`src/rtl/uart_core.sv`:
```
// UART transceiver: TX FIFO feeding a serialiser, 2-flop-synchronised receiver with a one-word holding register.
// uart_tx goes low two cycles after a word is accepted into an empty FIFO; tx_ready drops when the FIFO is full; an unaccepted received word is dropped and rx_overrun pulses.
module uart_core #(
  parameter int CLKS_PER_BIT = 16,
  parameter int DATA_BITS    = 8,
  parameter int PARITY       = 0,
  parameter int STOP_BITS    = 1,
  parameter int TX_DEPTH     = 4
) (
  input  logic                 clk,
  input  logic                 rst,
  input  logic                 tx_valid,
  output logic                 tx_ready,
  input  logic [DATA_BITS-1:0] tx_data,
  output logic                 tx_busy,
  output logic                 rx_valid,
  input  logic                 rx_ready,
  output logic [DATA_BITS-1:0] rx_data,
  output logic                 rx_frame_err,
  output logic                 rx_parity_err,
  output logic                 rx_overrun,
  output logic                 uart_tx,
  input  logic                 uart_rx
);

  localparam int AW = $clog2(TX_DEPTH);
  localparam logic [15:0] BIT_LAST  = 16'(CLKS_PER_BIT - 1);
  localparam logic [15:0] HALF_LAST = 16'(CLKS_PER_BIT / 2 - 1);
  localparam logic [2:0]  DATA_LAST = 3'(DATA_BITS - 1);
  localparam logic [2:0]  STOP_LAST = 3'(STOP_BITS - 1);
  localparam logic        ODD_PAR   = 1'(PARITY == 1);

  typedef enum logic [2:0] {S_IDLE, S_START, S_DATA, S_PAR, S_STOP} state_e;

  logic [DATA_BITS-1:0] fifo_q [TX_DEPTH];
  logic [AW-1:0]        wr_ptr_q, rd_ptr_q;
  logic [AW:0]          count_q;
  logic                 push, pop;
  logic [DATA_BITS-1:0] head;

  state_e               tx_state_q;
  logic [15:0]          tx_cnt_q;
  logic [2:0]           tx_bit_q;
  logic [DATA_BITS-1:0] tx_shift_q;
  logic                 tx_par_q, uart_tx_q, tx_tick, tx_stop_done;

  assign tx_ready     = (count_q != (AW+1)'(TX_DEPTH));
  assign push         = tx_valid && tx_ready;
  assign head         = fifo_q[rd_ptr_q];
  assign tx_tick      = (tx_cnt_q == BIT_LAST);
  assign tx_stop_done = (tx_state_q == S_STOP) && tx_tick && (tx_bit_q == STOP_LAST);
  // Popping at the end of the last stop bit gives back-to-back frames with no idle gap.
  assign pop          = (count_q != '0) && ((tx_state_q == S_IDLE) || tx_stop_done);
  assign tx_busy      = (count_q != '0) || (tx_state_q != S_IDLE);
  assign uart_tx      = uart_tx_q;

  always_ff @(posedge clk) begin
    if (push) fifo_q[wr_ptr_q] <= tx_data;
  end

  always_ff @(posedge clk) begin
    if (rst) begin
      wr_ptr_q <= '0;
      rd_ptr_q <= '0;
      count_q  <= '0;
    end else begin
      if (push) wr_ptr_q <= wr_ptr_q + 1'b1;
      if (pop)  rd_ptr_q <= rd_ptr_q + 1'b1;
      count_q <= count_q + (AW+1)'(push) - (AW+1)'(pop);
    end
  end

  always_ff @(posedge clk) begin
    if (rst) begin
      tx_state_q <= S_IDLE;
      tx_cnt_q   <= '0;
      tx_bit_q   <= '0;
      tx_shift_q <= '0;
      tx_par_q   <= 1'b0;
      uart_tx_q  <= 1'b1;
    end else begin
      // Line level follows the state one cycle later, so every bit keeps its full width.
      case (tx_state_q)
        S_START: uart_tx_q <= 1'b0;
        S_DATA:  uart_tx_q <= tx_shift_q[0];
        S_PAR:   uart_tx_q <= tx_par_q;
        default: uart_tx_q <= 1'b1;
      endcase
      tx_cnt_q <= (tx_state_q == S_IDLE || tx_tick) ? '0 : tx_cnt_q + 16'd1;
      if (pop) begin
        tx_shift_q <= head;
        tx_par_q   <= (^head) ^ ODD_PAR;
        tx_bit_q   <= '0;
        tx_state_q <= S_START;
      end else if (tx_tick) begin
        case (tx_state_q)
          S_START: begin
            tx_bit_q   <= '0;
            tx_state_q <= S_DATA;
          end
          S_DATA: begin
            tx_shift_q <= tx_shift_q >> 1;
            tx_bit_q   <= tx_bit_q + 3'd1;
            if (tx_bit_q == DATA_LAST) begin
              tx_bit_q   <= '0;
              tx_state_q <= (PARITY != 0) ? S_PAR : S_STOP;
            end
          end
          S_PAR: begin
            tx_bit_q   <= '0;
            tx_state_q <= S_STOP;
          end
          S_STOP: begin
            tx_bit_q <= tx_bit_q + 3'd1;
            if (tx_bit_q == STOP_LAST) tx_state_q <= S_IDLE;
          end
          default: tx_state_q <= S_IDLE;
        endcase
      end
    end
  end

  logic                 rx_s1_q, rx_s2_q, rx_prev_q;
  state_e               rx_state_q;
  logic [15:0]          rx_cnt_q;
  logic [2:0]           rx_bit_q;
  logic [DATA_BITS-1:0] rx_shift_q, rx_data_q;
  logic                 rx_perr_q, rx_valid_q, rx_ferr_out_q, rx_perr_out_q, rx_ovr_q, rx_tick;

  assign rx_tick       = (rx_cnt_q == BIT_LAST);
  assign rx_valid      = rx_valid_q;
  assign rx_data       = rx_data_q;
  assign rx_frame_err  = rx_ferr_out_q;
  assign rx_parity_err = rx_perr_out_q;
  assign rx_overrun    = rx_ovr_q;

  always_ff @(posedge clk) begin
    if (rst) begin
      rx_s1_q       <= 1'b1;
      rx_s2_q       <= 1'b1;
      rx_prev_q     <= 1'b1;
      rx_state_q    <= S_IDLE;
      rx_cnt_q      <= '0;
      rx_bit_q      <= '0;
      rx_shift_q    <= '0;
      rx_perr_q     <= 1'b0;
      rx_valid_q    <= 1'b0;
      rx_data_q     <= '0;
      rx_ferr_out_q <= 1'b0;
      rx_perr_out_q <= 1'b0;
      rx_ovr_q      <= 1'b0;
    end else begin
      rx_s1_q   <= uart_rx;
      rx_s2_q   <= rx_s1_q;
      rx_prev_q <= rx_s2_q;
      rx_ovr_q  <= 1'b0;
      rx_cnt_q  <= rx_cnt_q + 16'd1;
      if (rx_valid_q && rx_ready) rx_valid_q <= 1'b0;
      case (rx_state_q)
        S_IDLE: begin
          rx_cnt_q <= '0;
          if (rx_prev_q && !rx_s2_q) rx_state_q <= S_START;
        end
        S_START: if (rx_cnt_q == HALF_LAST) begin
          // Start bit high at its midpoint is treated as a glitch.
          rx_cnt_q   <= '0;
          rx_bit_q   <= '0;
          rx_perr_q  <= 1'b0;
          rx_state_q <= rx_s2_q ? S_IDLE : S_DATA;
        end
        S_DATA: if (rx_tick) begin
          rx_cnt_q   <= '0;
          rx_shift_q <= {rx_s2_q, rx_shift_q[DATA_BITS-1:1]};
          rx_bit_q   <= rx_bit_q + 3'd1;
          if (rx_bit_q == DATA_LAST) rx_state_q <= (PARITY != 0) ? S_PAR : S_STOP;
        end
        S_PAR: if (rx_tick) begin
          rx_cnt_q   <= '0;
          rx_perr_q  <= rx_s2_q ^ (^rx_shift_q) ^ ODD_PAR;
          rx_state_q <= S_STOP;
        end
        S_STOP: if (rx_tick) begin
          rx_cnt_q   <= '0;
          rx_state_q <= S_IDLE;
          if (!rx_valid_q || rx_ready) begin
            rx_valid_q    <= 1'b1;
            rx_data_q     <= rx_shift_q;
            rx_ferr_out_q <= !rx_s2_q;
            rx_perr_out_q <= rx_perr_q;
          end else begin
            rx_ovr_q <= 1'b1;
          end
        end
        default: rx_state_q <= S_IDLE;
      endcase
    end
  end

endmodule

```
`config.mk`:
```
export PLATFORM = sky130hd
export DESIGN_NAME = uart_core
export DESIGN_NICKNAME = d
export VERILOG_FILES = /design/src/rtl/uart_core.sv
export SDC_FILE = /design/constraint.sdc
export NUM_CORES = 1
export LEC_CHECK = 0
export CAP_MARGIN = 20
export CORE_MARGIN = 3
export CORE_UTILIZATION = 45
export DETAILED_ROUTE_END_ITERATION = 10
export GPL_TIMING_DRIVEN = 0
export SYNTH_ARGS = -nofsm -noshare
export SYNTH_HDL_FRONTEND = slang
export SYNTH_SLANG_ARGS = --single-unit
```
`constraint.sdc`:
```
create_clock -name clk -period 9.6 [get_ports clk]
set_clock_uncertainty 0.15 [all_clocks]
set_input_delay 1.92 -clock clk [delete_from_list [all_inputs] [get_ports clk]]
set_output_delay 1.92 -clock clk [all_outputs]
set_load 0.005 [all_outputs]
```
==> flow_metrics.env, run 1 <==
export IMPL_max_cap_violations=0
export IMPL_firstDrtPassIters=4
export IMPL_post_route_period_util_pct=40.6
export IMPL_first_global_vias=3685
export IMPL_syn_nets=519
export IMPL_synth_seq_cells=119
export IMPL_crit_path_max_fanout=4
export IMPL_synthFlopType="dfxtp_1"
export IMPL_arrival_ns=1.82
export IMPL_finalHoldViolCount=0
export IMPL_ant_nets=0
export IMPL_ys_warn_count=0
export IMPL_chipWidth_um=114
export IMPL_vias_per_cell=5.23
export IMPL_period_needed_ns=3.89
export IMPL_cts_clk_slew_worst_paths_ns=0.05
export IMPL_crit_family="simple AND/OR/NAND/NOR gates"
export IMPL_post_cts_resized=0
export IMPL_synthArstFlopShare_pct=0
export IMPL_setup_viol=0
export IMPL_overflow=0
export IMPL_grt_max_degree=17
export IMPL_hold_buffers=0
export IMPL_die_y_um=114
export IMPL_synth_cell_types=52
export IMPL_p_per_area_nw_per_um2=239
export IMPL_grt_pass1_wl_um=16900
export IMPL_max_slew_margin_rel_pct=51.9
export IMPL_criticalPathCategory="reg -> out"
export IMPL_cts_setup_buffers=0
export IMPL_drv_slew=0
export IMPL_clk_latency_ns=0.41
export IMPL_grtUsageTotal_pct=16.7
export IMPL_final_layout_size_suffix_gt1_share_pct=10.3
export IMPL_gp_congestion=0.823
export IMPL_dp_hpwl_um=6750
export IMPL_route_vias_total=3612
export IMPL_syn_to_final_growth_pct=19.3
export IMPL_synth_area_per_cell_um2=10.6
export IMPL_drt_wl_total_um=9810
export IMPL_n_antenna_cell=0
export IMPL_synth_seq_area_share_pct=51.8
export IMPL_rows=38
export IMPL_antenna_found_initial=0
export IMPL_dieArea_um2=12900
export IMPL_cts_tree="done"
export IMPL_cp_start_kind="flop"
export IMPL_htreeDepth=4
export IMPL_ir_drop_mv=0.159
export IMPL_status="complete, no violations"
export IMPL_required_ns=7.53
export IMPL_fin_util_pct=56.2
export IMPL_worst_slew_pin_slew_ns=0.716
export IMPL_synth_cell_area_um2=5220
export IMPL_netlist_instances=492
export IMPL_wl_per_cell_um=14.2
export IMPL_slowest_stage="clkdlybuf4s50_1"
export IMPL_clock_sinks=119
export IMPL_hold_class="reg -> reg"
export IMPL_core_area_um2=11100
export IMPL_tns_ns=0
export IMPL_start_util_pct=47.1
export IMPL_fin_nets=565
export IMPL_fmax_mhz=257
export IMPL_max_stage_delay_ns=0.48
export IMPL_path_cells="nor3_1 -> nand2_1 -> clkdlybuf4s50_1"
export IMPL_drt_iter0_drc=125
export IMPL_cts_buffers_inserted=17
export IMPL_synth_edff_count=32
export IMPL_drc=0
export IMPL_root_buffer="clkbuf_16"
export IMPL_io_buffers=27
export IMPL_boundaryPins=28
export IMPL_crit_path_end_kind="output pin"
export IMPL_critPathBufInv=1
export IMPL_p_leak_nw=2.16
export IMPL_cts_buffer_depth=2
export IMPL_rsz0062_at_grt="false"
==> stage by stage <==
step | cells | cell area [um2] | worst slack (ns) | total power [mW] | hold slack [ns]
6_report | 691 | 6230 | 5.71 | 1.49 | 0.265
5_1_grt | 691 | 6230 | 5.60 | 1.57 | 0.286
4_1_cts | 691 | 6230 | 5.69 | 1.51 | 0.272
3_5_place_dp | 659 | 5670 | 5.35 | 0.900 | 0.252
3_3_place_gp | 659 | 5670 | 5.39 | 0.892 | 0.244
2_1_floorplan | 492 | 5220 | 6.01 | 0.824 | 0.239
==> cell usage in the layout, fill, tap and decap left out, drive strengths merged, types with 13 or more instances in the layout <==
| master | instances |
|---|---|
| nor3 | 15 |
| xnor2 | 29 |
| mux2i | 23 |
| inv | 19 |
| clkbuf | 37 |
| xor2 | 13 |
| dfxtp | 87 |
| nor2 | 64 |
| nand2 | 27 |
| edfxtp | 32 |
| a21oi | 20 |
| clkdlybuf4s50 | 27 |
| ha | 13 |
==> sequential cells by signal (all words and copies together), names as in the netlist, 2 cells and up, named ones only <==
register / count
count_q: 3
fifo_q: 32
rd_ptr_q: 2
rx_bit_q: 3
rx_cnt_q: 16
rx_data: 8
rx_shift_q: 8
rx_state_q: 3
tx_bit_q: 3
tx_cnt_q: 16
tx_shift_q: 8
tx_state_q: 3
wr_ptr_q: 2
==> routing by layer <==
layer / vias to the layer above / wire length (um) / global-route usage (%)
li1: 1846 / - / -
met1: 1699 / 4800 / 21.0
met2: 52 / 4530 / 25.7
met3: 15 / 356 / 5.99
met4: 0 / 127 / 7.53
met5: - / 0 / 0
==> logic make-up (layout without fill, tap and decap cells) <==
kind of cell               after synthesis  count (layout)  share of synthesized area [%]
and+or+nand+nor                        183             183                           19.1
buffers and inverters                   44             103                           3.33
adders and majority gates               14              14                           3.50
AOI/OAI and AO/OA                       58              58                           6.95
DFF                                    119             119                           51.8
muxes                                   31              31                           7.86
xor gates and xnor gates                43              43                           7.48
==> synth_stat cells (all sizes together) (4+ instances only) <==
cell type  number  area, um2
a211oi         11       82.6
mux4            8        180
nor3           15       75.1
xor2           13        114
or2             5       31.3
nor4           10       92.6
edfxtp         32        961
o21ai          11       55.1
a21oi          20        100
and3            8       50.1
clkbuf         18       67.6
inv            18       67.6
dfxtp          87       1740
xnor2          29        254
buf             8       38.8
nand2          27        101
nand2b          4       25.0
mux2i          23        230
nand4          12       90.1
nand3          12       60.1
ha             13        163
nor2           64        240
and4            5       45.0
or3             7       43.8
==> final timing paths <==
check	from	to	slack, ns	cells past startpoint
worst max register to register	tx_cnt_q[0]$_SDFF_PP0_	count_q[2]$_SDFF_PP0_	6.00	15
worst min-delay path	rx_s1_q$_SDFF_PP1_	rx_s2_q$_SDFF_PP1_	0.27	1
worst max-delay path	count_q[1]$_SDFF_PP0_	tx_busy	5.71	3
worst min register to register	rx_s1_q$_SDFF_PP1_	rx_s2_q$_SDFF_PP1_	0.27	1
==> area by class of cell <==
class,instances,area (um2)
Clock buffer,19,433
Inverter,18,67.6
Timing Repair Buffer,27,270
Sequential cell,119,2700
Multi-Input combinational cell,329,2340
Clock inverter,13,131
Fill cell,978,4850
Tap cell,140,175
Buffer,26,106
==> power by group <==
part	leakage, nW	switching [mW]	total (mW)	internal [mW]
Clock	0.267	0.224	0.603	0.379
Combinational	0.891	0.156	0.295	0.139
Sequential	0.999	0.0232	0.591	0.568
Total	2.16	0.403	1.49	1.09
Note: power is estimated with default switching activity, not from simulation.
==> inputs of run 2 (changes only) <==
- PLACE_DENSITY: default -> 0.65
- clock period: 9.6 -> 3.2 ns (I/O delays scaled with it)
==> run 2 against run 1 <==
Worst hold slack lost 0.0079 ns; sequential share of layout area decreased by 0.70 points; register-to-register slack worse by 5.8 ns; flip-flop and latch count unchanged; die area did not move; non-clock buffer count grew 2; critical endpoint is now count_q[2]$_SDFF_PP0_; first-iteration DRC count grew 26%; largest cell class unchanged.
==> flow_metrics.env, run 2 (same netlist as run 1, synthesis figures left out) <==
export IMPL_status="complete, no violations"
export IMPL_clkPwrFrac_pct=42.0
export IMPL_layout_common_cells="87 x dfxtp_1, 64 x nor2_1, 32 x edfxtp_1"
export IMPL_syn_to_final_growth_pct=21.3
export IMPL_grtUsageMet1_pct=21.6
export IMPL_fillers=975
export IMPL_overflow=0
export IMPL_final_cells=693
export IMPL_route_vias_total=3670
export IMPL_cp_start_kind="flop"
export IMPL_multiInputGateArea_um2=2380
export IMPL_max_slew_margin_rel_pct=50.5
export IMPL_core_area_um2=11100
export IMPL_gp_congestion=0.812
export IMPL_final_layout_size_suffix_gt1_share_pct=11.8
export IMPL_worst_slew_pin_slew_ns=0.738
export IMPL_fin_nets=567
export IMPL_p_int_mw=3.43
export IMPL_cts_clk_slew_worst_paths_ns=0.05
export IMPL_r2r_cells=14
export IMPL_hold_path_end="rx_s2_q$_SDFF_PP1_"
export IMPL_r2r_start="tx_cnt_q[4]$_SDFF_PP0_"
export IMPL_p_per_area_nw_per_um2=729
export IMPL_clock_sinks=119
export IMPL_power_switching_mw=1.19
export IMPL_grt_use_met3_pct=5.09
export IMPL_criticalPathCategory="reg -> reg"
export IMPL_hold_class="reg -> reg"
export IMPL_fin_util_pct=57.2
export IMPL_power_frac_comb_pct=19.6
export IMPL_rrSetupSlack_ns=0.23
export IMPL_hold_buffers=0
export IMPL_tns_ns=0
export IMPL_grt_pass1_wl_um=16700
export IMPL_antenna_found_initial=0
export IMPL_cts_tree="done"
export IMPL_r2r_end="count_q[2]$_SDFF_PP0_"
export IMPL_top_regs="fifo_q (32), rx_cnt_q (16), tx_cnt_q (16)"
export IMPL_rows=38
export IMPL_hold_depth=1
export IMPL_pwr_share_seq_pct=38.4
export IMPL_finalHoldViolCount=0
export IMPL_grtUsageTotal_pct=16.2
export IMPL_chipWidth_um=114
export IMPL_seq_area_um2=2700
export IMPL_gr_max_usage_layer="met2"
export IMPL_firstDrtPassIters=4
export IMPL_n_antenna_cell=0
export IMPL_drv_slew=0
export IMPL_dp_cells=659
export IMPL_p_sw_share_pct=25.7
export IMPL_start_util_pct=47.1
export IMPL_global_route_usage_met2_pct=24.6
export IMPL_dieArea_um2=12900
export IMPL_io_buffers=27
export IMPL_htreeDepth=4
export IMPL_post_route_period_util_pct=92.8
export IMPL_cts_buffers_inserted=17
export IMPL_wl_per_cell_um=14.0
export IMPL_max_cap_violations=0
export IMPL_setup_viol=0
export IMPL_first_global_vias=3638
export IMPL_dp_hpwl_um=6620
export IMPL_die_y_um=114
export IMPL_fmax_mhz=337
export IMPL_ir_drop_mv=0.612
export IMPL_drt_wl_total_um=9700
export IMPL_p_leak_nw=2.20
export IMPL_arrival_ns=3.10
export IMPL_grt_max_degree=17
export IMPL_drc=0
export IMPL_drt_iter0_drc=158
export IMPL_crit_path_max_fanout=7
export IMPL_largest_register_ffs=32
export IMPL_ant_nets=0
export IMPL_required_ns=3.33
export IMPL_crit_path_end_kind="flop"
export IMPL_vias_per_cell=5.30
export IMPL_largest_register="fifo_q"
export IMPL_root_buffer="clkbuf_16"
export IMPL_clk_latency_ns=0.41
export IMPL_period_needed_ns=2.97
export IMPL_layout_commonest_cell="dfxtp_1"
export IMPL_cts_buffer_depth=2
export IMPL_boundaryPins=28
export IMPL_min_from="rx_s1_q$_SDFF_PP1_"
[run 2: area by class of cell]
class | instances | area share (%)
repair buffers | 30 | 4.62
clock buffers | 25 | 7.82
multi-input cells | 329 | 37.5
inverters | 18 | 1.11
clock inverters | 7 | 1.86
well taps | 140 | 2.77
plain buffers | 25 | 1.62
flip-flops and latches | 119 | 42.7
[run 2: critical path: stages (launching register included)]
cell and delay [ns]:
dfxtp_1 0.29, buf_2 0.15, nor4_2 0.32, nand4_1 0.23, o21ai_4 0.21, nand2_2 0.15, inv_4 0.16, ha_1 0.24
inv_1 0.06, ha_1 0.13, inv_1 0.05, fa_1 0.37, xor2_1 0.17, xnor2_1 0.14, nor2_1 0.05
[run 2: worst max-delay path by stage]
stage / end / from / slack, ns
2_1_floorplan: count_q[2]$_SDFF_PP0_ / tx_cnt_q[0]$_SDFF_PP0_ / 0.19
3_3_place_gp: count_q[2]$_SDFF_PP0_ / tx_cnt_q[0]$_SDFF_PP0_ / -0.29
3_5_place_dp: count_q[2]$_SDFF_PP0_ / tx_cnt_q[0]$_SDFF_PP0_ / -0.35
4_1_cts: count_q[2]$_SDFF_PP0_ / tx_cnt_q[0]$_SDFF_PP0_ / 0.06
5_1_grt: count_q[2]$_SDFF_PP0_ / tx_cnt_q[4]$_SDFF_PP0_ / -0.002
6_report: count_q[2]$_SDFF_PP0_ / tx_cnt_q[4]$_SDFF_PP0_ / 0.23
[run 2: repair_timing]
item / in CTS / in global routing
hold endpoints to repair: 0 / 0
endpoints found under the setup margin: 2 / 1
resized for setup: 4 / 4
setup buffers: 2 / 1
pin swaps: 1 / 0
[run 2: per-layer routing]
layer | wire length (um) | up-vias
li1 | - | 1851
met1 | 4760 | 1752
met2 | 4490 | 56
met3 | 326 | 11
met4 | 112 | 0
met5 | 0 | -
[run 2: power by group through the flow]
stage	Clock, mW	Combinational [mW]	Sequential (mW)
6_report	1.94	0.903	1.77
5_1_grt	2.05	1.03	1.79
4_1_cts	1.99	0.911	1.77
3_5_place_dp	0	0.898	1.80
3_3_place_gp	0	0.882	1.80
2_1_floorplan	0	0.687	1.79
[run 2: stage by stage]
stage                     worst slack [ns]  instance area (um2)  hold WS [ns]  total power [mW]
final                                0.230                 6330         0.257              4.62
after CTS                           0.0618                 6310         0.262              4.67
after global placement              -0.288                 5670         0.241              2.68
after floorplan                      0.188                 5220         0.239              2.47
after detailed placement            -0.348                 5670         0.247              2.70
after global routing              -0.00238                 6330         0.299              4.87
==> inputs of run 3 (changes only) <==
- CELL_PAD_IN_SITES_DETAIL_PLACEMENT: default -> 0
- CELL_PAD_IN_SITES_GLOBAL_PLACEMENT: default -> 1
- CORE_UTILIZATION: 45 -> 43
- PLACE_DENSITY: 0.65 -> default
- PLACE_DENSITY_LB_ADDON: default -> 0.1
==> run 3 against run 2 <==
Design area hardly changed; highest routed layer unchanged; non-clock buffer count unchanged; fmax rose by 0.87%; critical endpoint unchanged; cell count up 0.43%; clock-buffer cell count fell by 7.
==> flow_metrics.env, run 3 (same netlist as run 1, synthesis figures left out) <==
export IMPL_layout_common_cells="87 x dfxtp_1, 64 x nor2_1, 32 x edfxtp_1"
export IMPL_required_ns=3.34
export IMPL_drc=0
export IMPL_boundaryPins=28
export IMPL_grt_use_met3_pct=5.28
export IMPL_cts_buffers_inserted=17
export IMPL_clock_sinks=119
export IMPL_gp_congestion=0.786
export IMPL_max_cap_violations=0
export IMPL_worst_slew_pin_slew_ns=0.729
export IMPL_cts_buffer_depth=2
export IMPL_seq_area_um2=2700
export IMPL_setup_viol=0
export IMPL_chipWidth_um=116
export IMPL_status="complete, no violations"
export IMPL_dieArea_um2=13500
export IMPL_tns_ns=0
export IMPL_start_util_pct=44.8
export IMPL_rsz0062_at_grt="false"
export IMPL_rows=39
export IMPL_fmax_mhz=340
export IMPL_drt_iter0_drc=222
export IMPL_p_per_area_nw_per_um2=730
export IMPL_multiInputGateArea_um2=2390
export IMPL_syn_to_final_growth_pct=21.4
export IMPL_hold_class="reg -> reg"
export IMPL_placedInstanceArea_um2=5670
export IMPL_core_area_um2=11700
export IMPL_wl_per_cell_um=14.2
export IMPL_dp_hpwl_um=6740
export IMPL_vias_per_cell=5.21
export IMPL_finalHoldViolCount=0
export IMPL_period_needed_ns=2.94
export IMPL_clk_latency_ns=0.42
export IMPL_root_buffer="clkbuf_16"
export IMPL_largest_register_ffs=32
export IMPL_fin_util_pct=54.4
export IMPL_cts_clk_slew_worst_paths_ns=0.05
export IMPL_gr_max_usage_layer="met2"
export IMPL_grtUsageTotal_pct=16.6
export IMPL_cts_tree="done"
export IMPL_grtUsageMet1_pct=21.9
export IMPL_antenna_found_initial=0
export IMPL_fin_nets=567
export IMPL_final_layout_size_suffix_gt1_share_pct=12.1
export IMPL_die_y_um=116
export IMPL_max_slew_margin_rel_pct=51.0
export IMPL_route_vias_total=3627
export IMPL_post_route_period_util_pct=92.0
export IMPL_drv_slew=0
export IMPL_ant_nets=0
export IMPL_first_global_vias=3505
export IMPL_hold_buffers=0
export IMPL_fillers=1086
export IMPL_criticalPathCategory="reg -> reg"
export IMPL_global_route_usage_met2_pct=25.2
export IMPL_htreeDepth=4
export IMPL_ir_drop_mv=0.503
export IMPL_largest_register="fifo_q"
export IMPL_cp_start_kind="flop"
export IMPL_grt_max_degree=17
export IMPL_io_buffers=27
export IMPL_grt_pass1_wl_um=17100
export IMPL_fin_area_um2=6340
export IMPL_firstDrtPassIters=4
export IMPL_p_leak_nw=2.20
export IMPL_n_antenna_cell=0
export IMPL_top_regs="fifo_q (32), rx_cnt_q (16), tx_cnt_q (16)"
export IMPL_crit_path_max_fanout=7
export IMPL_crit_path_end_kind="flop"
export IMPL_drt_wl_total_um=9890
export IMPL_layout_commonest_cell="dfxtp_1"
export IMPL_overflow=0
export IMPL_arrival_ns=3.08
-- run 3: cell types whose count changed in the layout (fill, tap and decap cells not counted) --
cell / before / now
clkbuf_1: 21 / 18
and3_2: 1 / 0
clkbuf_8: 4 / 0
o21ai_2: 0 / 1
nor4_4: 2 / 3
and3_4: 0 / 1
o21ai_4: 1 / 0
inv_6: 0 / 5
clkinv_4: 0 / 2
nor4_2: 2 / 1
nand2_2: 1 / 0
nand2_4: 0 / 1
inv_4: 1 / 0
clkinv_1: 0 / 1
-- run 3: per-layer routing --
layer | vias up | wire length [um]
li1 | 1857 | -
met1 | 1704 | 4900
met2 | 51 | 4510
met3 | 15 | 307
met4 | 0 | 170
met5 | - | 0
-- run 3: power breakdown --
part / internal (mW) / switching [mW] / total [mW]
clock network: 1.23 / 0.709 / 1.94
registers: 1.70 / 0.0707 / 1.77
logic: 0.436 / 0.480 / 0.917
total: 3.37 / 1.26 / 4.63
-- run 3: worst paths after layout --
check	startpoint	end	cells past startpoint	slack, ns
max reg2reg	tx_cnt_q[0]$_SDFF_PP0_	count_q[2]$_SDFF_PP0_	14	0.26
max	tx_cnt_q[0]$_SDFF_PP0_	count_q[2]$_SDFF_PP0_	14	0.26
min reg2reg	rx_s1_q$_SDFF_PP1_	rx_s2_q$_SDFF_PP1_	1	0.26
min	rx_s1_q$_SDFF_PP1_	rx_s2_q$_SDFF_PP1_	1	0.26
-- run 3: metrics by stage --
step / power (mW) / instances / setup WS (ns) / hold WS (ns)
4_1_cts: 4.68 / 695 / 0.0551 / 0.263
3_3_place_gp: 2.69 / 662 / -0.353 / 0.244
3_5_place_dp: 2.70 / 662 / -0.393 / 0.251
6_report: 4.63 / 696 / 0.256 / 0.262
2_1_floorplan: 2.47 / 492 / 0.188 / 0.239
5_1_grt: 4.92 / 696 / 0.0474 / 0.273
-- run 3: repair_timing --
action	4_1_cts	5_1_grt
cloned	0	0
setup buffers	2	1
setup endpoints to repair	2	1
pin swaps	1	2
gates resized for setup	3	8
endpoints found under the hold margin	0	0
-- run 3: critical path, stage by stage, from the launching register on --
cell     delay, ns
dfxtp_1       0.35
ha_1          0.19
and3_4        0.23
nand4_1       0.20
o21ai_2       0.28
nand2_4       0.10
inv_6         0.11
ha_1          0.23
inv_1         0.05
ha_1          0.13
inv_1         0.05
fa_1          0.37
xor2_1        0.17
xnor2_1       0.14
nor2_1        0.06
-- run 3: cell type report --
type,count,share of cell area (%)
flip-flops and latches,119,42.6
clock inverters,14,2.74
clock buffers,18,6.77
multi-input cells,329,37.6
well taps,143,2.82
inverters,18,1.14
repair buffers,30,4.62
plain buffers,25,1.62
==> RTL change: new RTL, flow settings as in run 1 <==
Register the output `rx_frame_err` once more, with the module's reset; this adds one clock of latency there. The other outputs are not delayed to match.
--- a/src/rtl/uart_core.sv
+++ b/src/rtl/uart_core.sv
@@ -132,3 +132,9 @@
   assign rx_data       = rx_data_q;
-  assign rx_frame_err  = rx_ferr_out_q;
+  always_ff @(posedge clk) begin
+    if (rst) begin
+      rx_frame_err <= '0;
+    end else begin
+      rx_frame_err <= rx_ferr_out_q;
+    end
+  end
   assign rx_parity_err = rx_perr_out_q;
Formal check against the unedited RTL: no difference found for any inputs over 10 cycles, from zero or initial values and one cycle with rst high; that may be too few to reach the edited logic, so the function may still have changed.
==> RTL change against run 1 <==
- combinational power about the same
- first-iteration DRC count grew 91%
- sequential cell count rose by 1
- synthesized area up 0.26%
- routed wire length increased by 0.79%
- power increased by 1.0%
- design area rose by 0.44%
- worst setup slack improved by 0.040 ns
- largest power group unchanged
==> RTL change: results (changes against run 1) <==
Status: complete, no violations (unchanged)
Reg2Reg Setup Slack: 5.77 ns (was 6.00 ns)
Final net count: 560 (was 565)
Slew headroom: 38.5% (was 51.9%)
Crit-path max FO: 5 (was 4)
Yosys cell types: 53 (was 52)
Placed Instance Area: 0.00568 mm^2 (was 0.00567 mm^2)
Post-place setup slack: 5.30 ns (was 5.35 ns)
Detailed Route WL: 9890 um (was 9810 um)
GR met1 Demand/Resource: 21.9% (was 21.0%)
Synth Area in Compound Gates: 7.43% (was 6.95%)
Peak supply drop: 169 uV (was 159 uV)
Top post-synthesis cells by count: dfxtp_1 (88), nor2_1 (62), edfxtp_1 (32) (was dfxtp_1 (87), nor2_1 (64), edfxtp_1 (32))
LEAKAGE: 0.00217 uW (was 0.00216 uW)
GP Congestion: 0.828 (was 0.823)
Switching power: 414 uW (was 403 uW)
XOR/XNOR Fraction of Synth Area: 7.46% (was 7.48%)
Final HPWL DP: 6820 um (was 6750 um)
Via/cell ratio: 5.26 (was 5.23)
Initial drt markers: 239 (was 125)
Area contributors post-synth: dfxtp_1 (34%), edfxtp_1 (18%), nor2_1 (4.4%) (was dfxtp_1 (33%), edfxtp_1 (18%), xnor2_1 (4.9%))
CP startpoint: tx_valid (was count_q[1])
Grt met3 use: 5.25% (was 5.99%)
Endpoint arrival time on the critical path: 3.99 ns (was 1.82 ns)
Share of layout cells above drive strength 1: 10.3% (about the same)
## RTL change: power by group through the flow
stage	Combinational [uW]	Sequential, uW	Clock [uW]
floorplan	228	598	0
global placement	293	602	0
detailed placement	301	604	0
CTS	304	593	626
global route	336	599	652
finish	296	593	614
## RTL change: worst max path at each step
stage | slack [ns] | endpoint | cells past startpoint
2_1_floorplan | 6.01 | count_q[2] | 10
3_3_place_gp | 5.41 | count_q[2] | 11
3_5_place_dp | 5.30 | count_q[2] | 11
4_1_cts | 5.72 | tx_busy | 3
5_1_grt | 5.47 | count_q[2] | 15
6_report | 5.75 | count_q[2] | 11
## RTL change: cell families (layout without fill, tap and decap cells)
group	Yosys count	in the layout
simple gates	176	176
flops	120	120
compound gates	62	62
xor+xnor	43	43
buf+inv	42	101
mux	30	30
fa+ha+maj	14	14
## RTL change: worst max-delay path: stages
cell and delay [ns]:
clkdlybuf4s50_1 0.52, and2_1 0.19, inv_1 0.08, ha_1 0.29
inv_1 0.06, ha_1 0.13, inv_1 0.05, fa_1 0.38
xor2_1 0.19, xnor2_1 0.14, nor2_1 0.05
## RTL change: final cells by class
cell class | instances | share of cell area [%]
buffer | 25 | 1.60
clock buffer | 17 | 6.80
clock inverter | 15 | 2.44
inverter | 17 | 1.02
multi-input combinational | 325 | 37.5
sequential | 120 | 43.5
tap | 140 | 2.80
timing repair buffer | 27 | 4.32
## RTL change: through the flow
step / util, % / power [uW] / instances
floorplan: - / 826 / 487
global placement: 51.3 / 896 / 654
detailed placement: 51.3 / 905 / 654
CTS: 56.5 / 1520 / 686
global route: 56.5 / 1590 / 686
finish: 56.5 / 1500 / 686
## RTL change: routing by layer
layer / vias up / share of wire, %
met5: - / 0
met4: 0 / 0.72
met3: 7 / 3.0
met2: 47 / 47
met1: 1717 / 49
li1: 1836 / -
